[config.mk]
export PLATFORM = sky130hd
export DESIGN_NAME = sev_seg_scan
export DESIGN_NICKNAME = d
export VERILOG_FILES = /design/src/rtl/sev_seg_pkg.sv /design/src/rtl/sev_seg_scan_decoder.sv /design/src/rtl/sev_seg_scan.sv
export SDC_FILE = /design/constraint.sdc
export NUM_CORES = 1
export LEC_CHECK = 0
export BUFFER_PORTS_ARGS = -buffer_cell sky130_fd_sc_hd__buf_2
export CAP_MARGIN = 20
export CORE_MARGIN = 4
export CORE_UTILIZATION = 55
export DETAILED_ROUTE_END_ITERATION = 6
export MAX_ROUTING_LAYER = met4
export PLACE_DENSITY = 0.73
export SLEW_MARGIN = 5
export SYNTH_ARGS = -nofsm -noshare
export SYNTH_HDL_FRONTEND = slang
export SYNTH_HIERARCHICAL = 1
export SYNTH_SLANG_ARGS = --single-unit
[constraint.sdc]
create_clock -name clk -period 6.1 [get_ports clk]
set_clock_uncertainty 0.05 [all_clocks]
set_input_delay 0.61 -clock clk [delete_from_list [all_inputs] [get_ports clk]]
set_output_delay 0.61 -clock clk [all_outputs]
set_load 0.05 [all_outputs]
[src/rtl/sev_seg_pkg.sv]
// ============================================================================
// Module      : sev_seg_pkg
// Description : Glyph code type, named glyph constants and glyph decode.
// Revision    : 1.0 - initial release
// ============================================================================
`default_nettype none

package sev_seg_pkg;

  typedef logic [4:0] glyph_t;

  localparam glyph_t     GLYPH_BLANK  = 5'h10;
  localparam glyph_t     GLYPH_DASH   = 5'h11;
  localparam glyph_t     GLYPH_EQUALS = 5'h12;
  localparam logic [6:0] SEG_BLANK    = 7'b1111111;

  // Active-low {a,b,c,d,e,f,g}; unassigned codes fall back to a dash.
  function automatic logic [6:0] glyph_to_seg(input glyph_t g);
    logic [6:0] s;
    case (g)
      5'h00:        s = 7'b0000001;
      5'h01:        s = 7'b1001111;
      5'h02:        s = 7'b0010010;
      5'h03:        s = 7'b0000110;
      5'h04:        s = 7'b1001100;
      5'h05:        s = 7'b0100100;
      5'h06:        s = 7'b0100000;
      5'h07:        s = 7'b0001111;
      5'h08:        s = 7'b0000000;
      5'h09:        s = 7'b0000100;
      5'h0A:        s = 7'b0001000;
      5'h0B:        s = 7'b1100000;
      5'h0C:        s = 7'b0110001;
      5'h0D:        s = 7'b1000010;
      5'h0E:        s = 7'b0110000;
      5'h0F:        s = 7'b0111000;
      GLYPH_BLANK:  s = SEG_BLANK;
      GLYPH_DASH:   s = 7'b1111110;
      GLYPH_EQUALS: s = 7'b1110110;
      default:      s = 7'b1111110;
    endcase
    return s;
  endfunction

endpackage

`default_nettype wire

[src/rtl/sev_seg_scan_decoder.sv]
// ============================================================================
// Module      : seg_decoder
// Description : Combinational glyph code to active-low segment pattern.
// Revision    : 1.0 - initial release
// ============================================================================
`default_nettype none

module seg_decoder (
  input  logic [4:0] glyph,
  output logic [6:0] seg
);
  import sev_seg_pkg::*;

  assign seg = glyph_to_seg(glyph_t'(glyph));

endmodule

`default_nettype wire

[src/rtl/sev_seg_scan.sv]
// ============================================================================
// Module      : sev_seg_scan
// Description : Double-buffered, time-multiplexed N-digit seven-segment
//               driver. Define SEVSEG_BLINK_EN to enable per-digit blinking.
// Revision    : 1.0 - initial release
// ============================================================================
`default_nettype none

module sev_seg_scan #(
  parameter int NUM_DIGITS  = 4,
  parameter int SCAN_DIV_W  = 16,
  parameter int BLINK_DIV_W = 6
) (
  input  logic                    clk,
  input  logic                    rst_n,
  input  logic                    load,
  input  logic [5*NUM_DIGITS-1:0] glyph_in,
  input  logic [NUM_DIGITS-1:0]   dp_in,
  input  logic [NUM_DIGITS-1:0]   blink_mask,
  output logic [6:0]              seg,
  output logic                    dp,
  output logic [NUM_DIGITS-1:0]   an,
  output logic                    frame_done,
  output logic                    update_pending
);
  import sev_seg_pkg::*;

  localparam int              IDX_W    = $clog2(NUM_DIGITS);
  localparam int              GW       = 5 * NUM_DIGITS;
  localparam logic [IDX_W-1:0] LAST_IDX = IDX_W'(NUM_DIGITS - 1);

  logic [SCAN_DIV_W-1:0] r_presc;
  logic [IDX_W-1:0]      r_idx;
  logic                  w_tick;
  logic                  w_wrap;

  logic [GW-1:0]         r_sh_glyph;
  logic [GW-1:0]         r_act_glyph;
  logic [NUM_DIGITS-1:0] r_sh_dp;
  logic [NUM_DIGITS-1:0] r_act_dp;
  logic [NUM_DIGITS-1:0] r_sh_blink;
  logic [NUM_DIGITS-1:0] r_act_blink;
  logic                  r_pending;

  logic [4:0]            w_sel_glyph;
  logic                  w_sel_dp;
  logic                  w_sel_blink;
  logic [NUM_DIGITS-1:0] w_an_next;
  logic [6:0]            w_dec_seg;
  logic                  w_blank;

  logic [6:0]            r_seg;
  logic                  r_dp;
  logic [NUM_DIGITS-1:0] r_an;
  logic                  r_frame_done;

  assign w_tick = &r_presc;
  // ">=" rather than "==" so a corrupted index still returns to 0.
  assign w_wrap = w_tick && (r_idx >= LAST_IDX);

  always_ff @(posedge clk or negedge rst_n) begin
    if (!rst_n) begin
      r_presc <= '0;
      r_idx   <= '0;
    end else begin
      r_presc <= r_presc + 1'b1;
      if (w_tick) begin
        r_idx <= (r_idx >= LAST_IDX) ? '0 : r_idx + 1'b1;
      end
    end
  end

  // Adoption happens on the wrap edge so digit 0 of the new frame is the
  // first digit to show the new content.
  always_ff @(posedge clk or negedge rst_n) begin
    if (!rst_n) begin
      r_sh_glyph  <= {NUM_DIGITS{GLYPH_BLANK}};
      r_act_glyph <= {NUM_DIGITS{GLYPH_BLANK}};
      r_sh_dp     <= '0;
      r_act_dp    <= '0;
      r_sh_blink  <= '0;
      r_act_blink <= '0;
      r_pending   <= 1'b0;
    end else if (load && w_wrap) begin
      r_sh_glyph  <= glyph_in;
      r_sh_dp     <= dp_in;
      r_sh_blink  <= blink_mask;
      r_act_glyph <= glyph_in;
      r_act_dp    <= dp_in;
      r_act_blink <= blink_mask;
      r_pending   <= 1'b0;
    end else if (load) begin
      r_sh_glyph  <= glyph_in;
      r_sh_dp     <= dp_in;
      r_sh_blink  <= blink_mask;
      r_pending   <= 1'b1;
    end else if (w_wrap && r_pending) begin
      r_act_glyph <= r_sh_glyph;
      r_act_dp    <= r_sh_dp;
      r_act_blink <= r_sh_blink;
      r_pending   <= 1'b0;
    end
  end

  always_comb begin
    w_sel_glyph = GLYPH_BLANK;
    w_sel_dp    = 1'b0;
    w_sel_blink = 1'b0;
    w_an_next   = '1;
    for (int k = 0; k < NUM_DIGITS; k++) begin
      if (r_idx == IDX_W'(k)) begin
        w_sel_glyph  = r_act_glyph[5*k +: 5];
        w_sel_dp     = r_act_dp[k];
        w_sel_blink  = r_act_blink[k];
        w_an_next[k] = 1'b0;
      end
    end
  end

  seg_decoder u_seg_decoder (
    .glyph (w_sel_glyph),
    .seg   (w_dec_seg)
  );

`ifdef SEVSEG_BLINK_EN
  logic [BLINK_DIV_W-1:0] r_frame_cnt;
  logic                   r_phase;

  always_ff @(posedge clk or negedge rst_n) begin
    if (!rst_n) begin
      r_frame_cnt <= '0;
      r_phase     <= 1'b0;
    end else if (w_wrap) begin
      r_frame_cnt <= r_frame_cnt + 1'b1;
      if (&r_frame_cnt) begin
        r_phase <= ~r_phase;
      end
    end
  end

  assign w_blank = r_phase & w_sel_blink;
`else
  logic                   w_unused_blink;
  logic [BLINK_DIV_W-1:0] w_unused_blink_div;

  assign w_unused_blink     = w_sel_blink;
  assign w_unused_blink_div = '0;
  assign w_blank            = 1'b0;
`endif

  // Blanked digits keep their enable low so scan timing is unchanged.
  always_ff @(posedge clk or negedge rst_n) begin
    if (!rst_n) begin
      r_seg        <= SEG_BLANK;
      r_dp         <= 1'b1;
      r_an         <= '1;
      r_frame_done <= 1'b0;
    end else begin
      r_seg        <= w_blank ? SEG_BLANK : w_dec_seg;
      r_dp         <= w_blank ? 1'b1 : ~w_sel_dp;
      r_an         <= w_an_next;
      r_frame_done <= w_wrap;
    end
  end

  assign seg            = r_seg;
  assign dp             = r_dp;
  assign an             = r_an;
  assign frame_done     = r_frame_done;
  assign update_pending = r_pending;

endmodule

`default_nettype wire

==> qor.yml <==
clocking:
  cts_tree: "done"
  cts.sinks: 80
  ctsHoldBuffers: 0
  cts.htree.levels: 3
  cts_made_buffers: 9
  cts_post_setup_buffers_inserted: 0
  path_clk_slew_ns: 0.09
  clockBufferDepth: 2
  post_cts_resized: 0
  cts_root_buf: "clkbuf_8"
  insertion_delay_ns: 0.36
critical_path:
  crit_cells: 10
  critPathBufInv: 2
  crit_start: "r_idx[1]$_DFFE_PN0N_"
  crit_chain: "inv_1 -> ha_1 -> nor2b_1 -> a221oi_1 -> o31ai_1 -> inv_1 -> ha_1 -> nor2b_1 -> a2111oi_2 -> nor3_1"
  worstSetupPathType: "reg2reg"
  cp-start-kind: "register"
  crit_fanout: 8
  r2r_cells: 10
  cp-end-kind: "register"
  ff2ff_setup_slack_ns: 2.79
  cpMaxStageDelayCell: "o31ai_1"
  crit_path_max_incr_delay_ns: 0.77
  crit_family: "compound AO/OA/AOI/OAI gates"
  r2r_start: "r_idx[1]$_DFFE_PN0N_"
  required_ns: 6.33
  cp_data_arrival_time_ns: 3.54
floorplanning:
  core_area_um2: 6422
  die_area_um2: 8028
  rows: 29
  die_w_um: 89.60
  start_util_pct: 57.02
  io_pins: 45
  die_h_um: 89.60
timing:
  fmax_mhz: 302.3
  hold_viol_final: 0
  period_needed_ns: 3.308
  slew_headroom_pct: 34.90
  tightestPinTransition_ns: 0.9765
  setup_violations: 0
  finalCritPeriodShare_pct: 54.23
  setup_tns_ns: 0
  rsz0062_at_grt: "no"
  maxSlewViolCount: 0
placed_design:
  dp_hpwl_um: 4257
  dp_cells: 391
  gp_congestion: 0.7548
  port_buffers: 40
grt:
  grt_pass1_wl_um: 10680
  grt_pass1_vias: 2337
  grt-ovfl-total: 0
  grtUsageTotal_pct: 18.08
  grt_max_degree: 81
  antenna_found_initial: 0
synthesis:
  yosysUniqueCellTypes: 43
  synth_area_leader_cell: "dfrtp_1"
  yosysSeqAreaShare_pct: 55.35
  synth_most_common_cell: "dfrtp_1"
  syn_area_um2: 3662
  ys.flop_type: "dfrtp_1"
  yosys-top-cells-area: "dfrtp_1, dfstp_2, mux2_2"
  synth-edff-count: 0
  synthCells: 288
  yosysWarnings: 6
  synth_fp_nets: 331
  async_reset_ff_share_pct: 100.0
  avgSynthCellArea_um2: 12.72
  synthTopCellsByCount: "dfrtp_1, mux2_2, nor2_1"
  ys_seq_elements: 80
  synth_top_area_share_pct: 41.00
detailed_routing:
  routedWlPerCell_um: 15.58
  drtAntennaViolNets: 0
  drtIter0Drc: 87
  drc: 0
  dr.pass1.iters: 4
  routed_via_density: 5.650
  vias: 2305
  wirelength_um: 6358
layout:
  diodes: 0
  drive_above_1_share_pct: 37.46
  fin_util_pct: 63.59
  synthToLayoutAreaGrowth_pct: 11.51
  fin_nets: 369
  final_cell_count_no_fill: 408
run:
  drv_cap: 0
power:
  vdd_drop_max_v: 0.0001495
  cellPowerDensity_nw_per_um2: 251.1
  power_leakage_uw: 0.001880
status:
  status: "complete, no violations"
worst_hold_path:
  hp-class: "in2async"
==> final timing paths <==
check,to
max reg2reg,seg[3]$_DFF_PN1_
min in group clk,dp$_DFF_PN1_
min reg2reg,dp$_DFF_PN1_
min,r_sh_glyph[2]$_DFFE_PN0P_
max in group asynchronous,r_sh_dp[3]$_DFFE_PN0P_
max,seg[3]$_DFF_PN1_
==> per-stage QoR <==
stage / hold WS, ns / worst slack (ns) / total power (uW) / cell area [um^2]
after global placement: 0.3604 / 2.893 / 647.8 / 3880
after detailed placement: 0.3636 / 2.856 / 650.4 / 3880
after global routing: 0.4176 / 2.485 / 1063 / 4084
after floorplan: 0.2644 / 3.337 / 620.2 / 3662
after CTS: 0.3810 / 2.775 / 1035 / 4076
final: 0.3436 / 2.792 / 1026 / 4084
==> final cells by class <==
| class | instances | area, um^2 |
|---|---|---|
| Sequential cell | 80 | 2027 |
| Clock inverter | 7 | 72.57 |
| Tap cell | 77 | 96.34 |
| Timing Repair Buffer | 42 | 217.7 |
| Multi-Input combinational cell | 176 | 1483 |
| Inverter | 17 | 63.81 |
| Fill cell | 515 | 2338 |
| Clock buffer | 9 | 123.9 |
==> placed cells by master, fill, tap and decap left out, drive strengths merged, types with 2 or more instances in the layout <==
cell,Yosys,routed
nand4,5,5
o31ai,5,5
clkinv,0,4
ha,12,12
mux2i,2,2
nand3,5,5
clkbuf,6,9
a22oi,12,12
mux2,37,37
dfrtp,60,60
xnor2,10,10
dfstp,20,20
nand2,10,10
buf,9,42
inv,17,17
a31oi,4,4
a21oi,4,4
o2bb2ai,12,12
nor2,21,21
nor3,4,4
a2111oi,2,2
and3,2,2
o21ai,4,4
clkinvlp,0,2
xor2,4,4
a221oi,6,6
nor2b,4,4
==> metal layers <==
| metal | up-vias | track usage [%] | wire length [um] |
|---|---|---|---|
| met2 | 30 | 29.19 | 3239 |
| met4 | 0 | 8.390 | 107 |
| met3 | 7 | 3.558 | 202 |
| met5 | - | - | 0 |
| met1 | 1171 | 21.91 | 2808 |
| li1 | 1097 | - | - |
==> registers in the layout, summed over array words and instances, names as in the netlist, 2 cells and up <==
signal / cells
r_act_glyph: 20
r_presc: 16
seg: 7
an: 4
r_idx: 2
r_act_dp: 4
r_sh_glyph: 20
r_sh_dp: 4
==> cells by family after synthesis <==
logic type	count (synthesis)	share of synthesized area [%]
AO/OA/AOI/OAI	54	11.51
adder cells (fa/ha/maj)	12	4.100
AND/OR/NAND/NOR	57	8.747
XOR/XNOR	14	3.348
flip-flops	80	55.35
buffers and inverters	32	4.304
multiplexers	39	12.64
==> power breakdown <==
group / internal [uW] / total (uW) / switching, uW
Combinational: 34.4 / 77.3 / 42.9
Sequential: 554 / 562 / 8.69
Clock: 189 / 386 / 197
No activity file was read; power rests on OpenSTA's default activity.
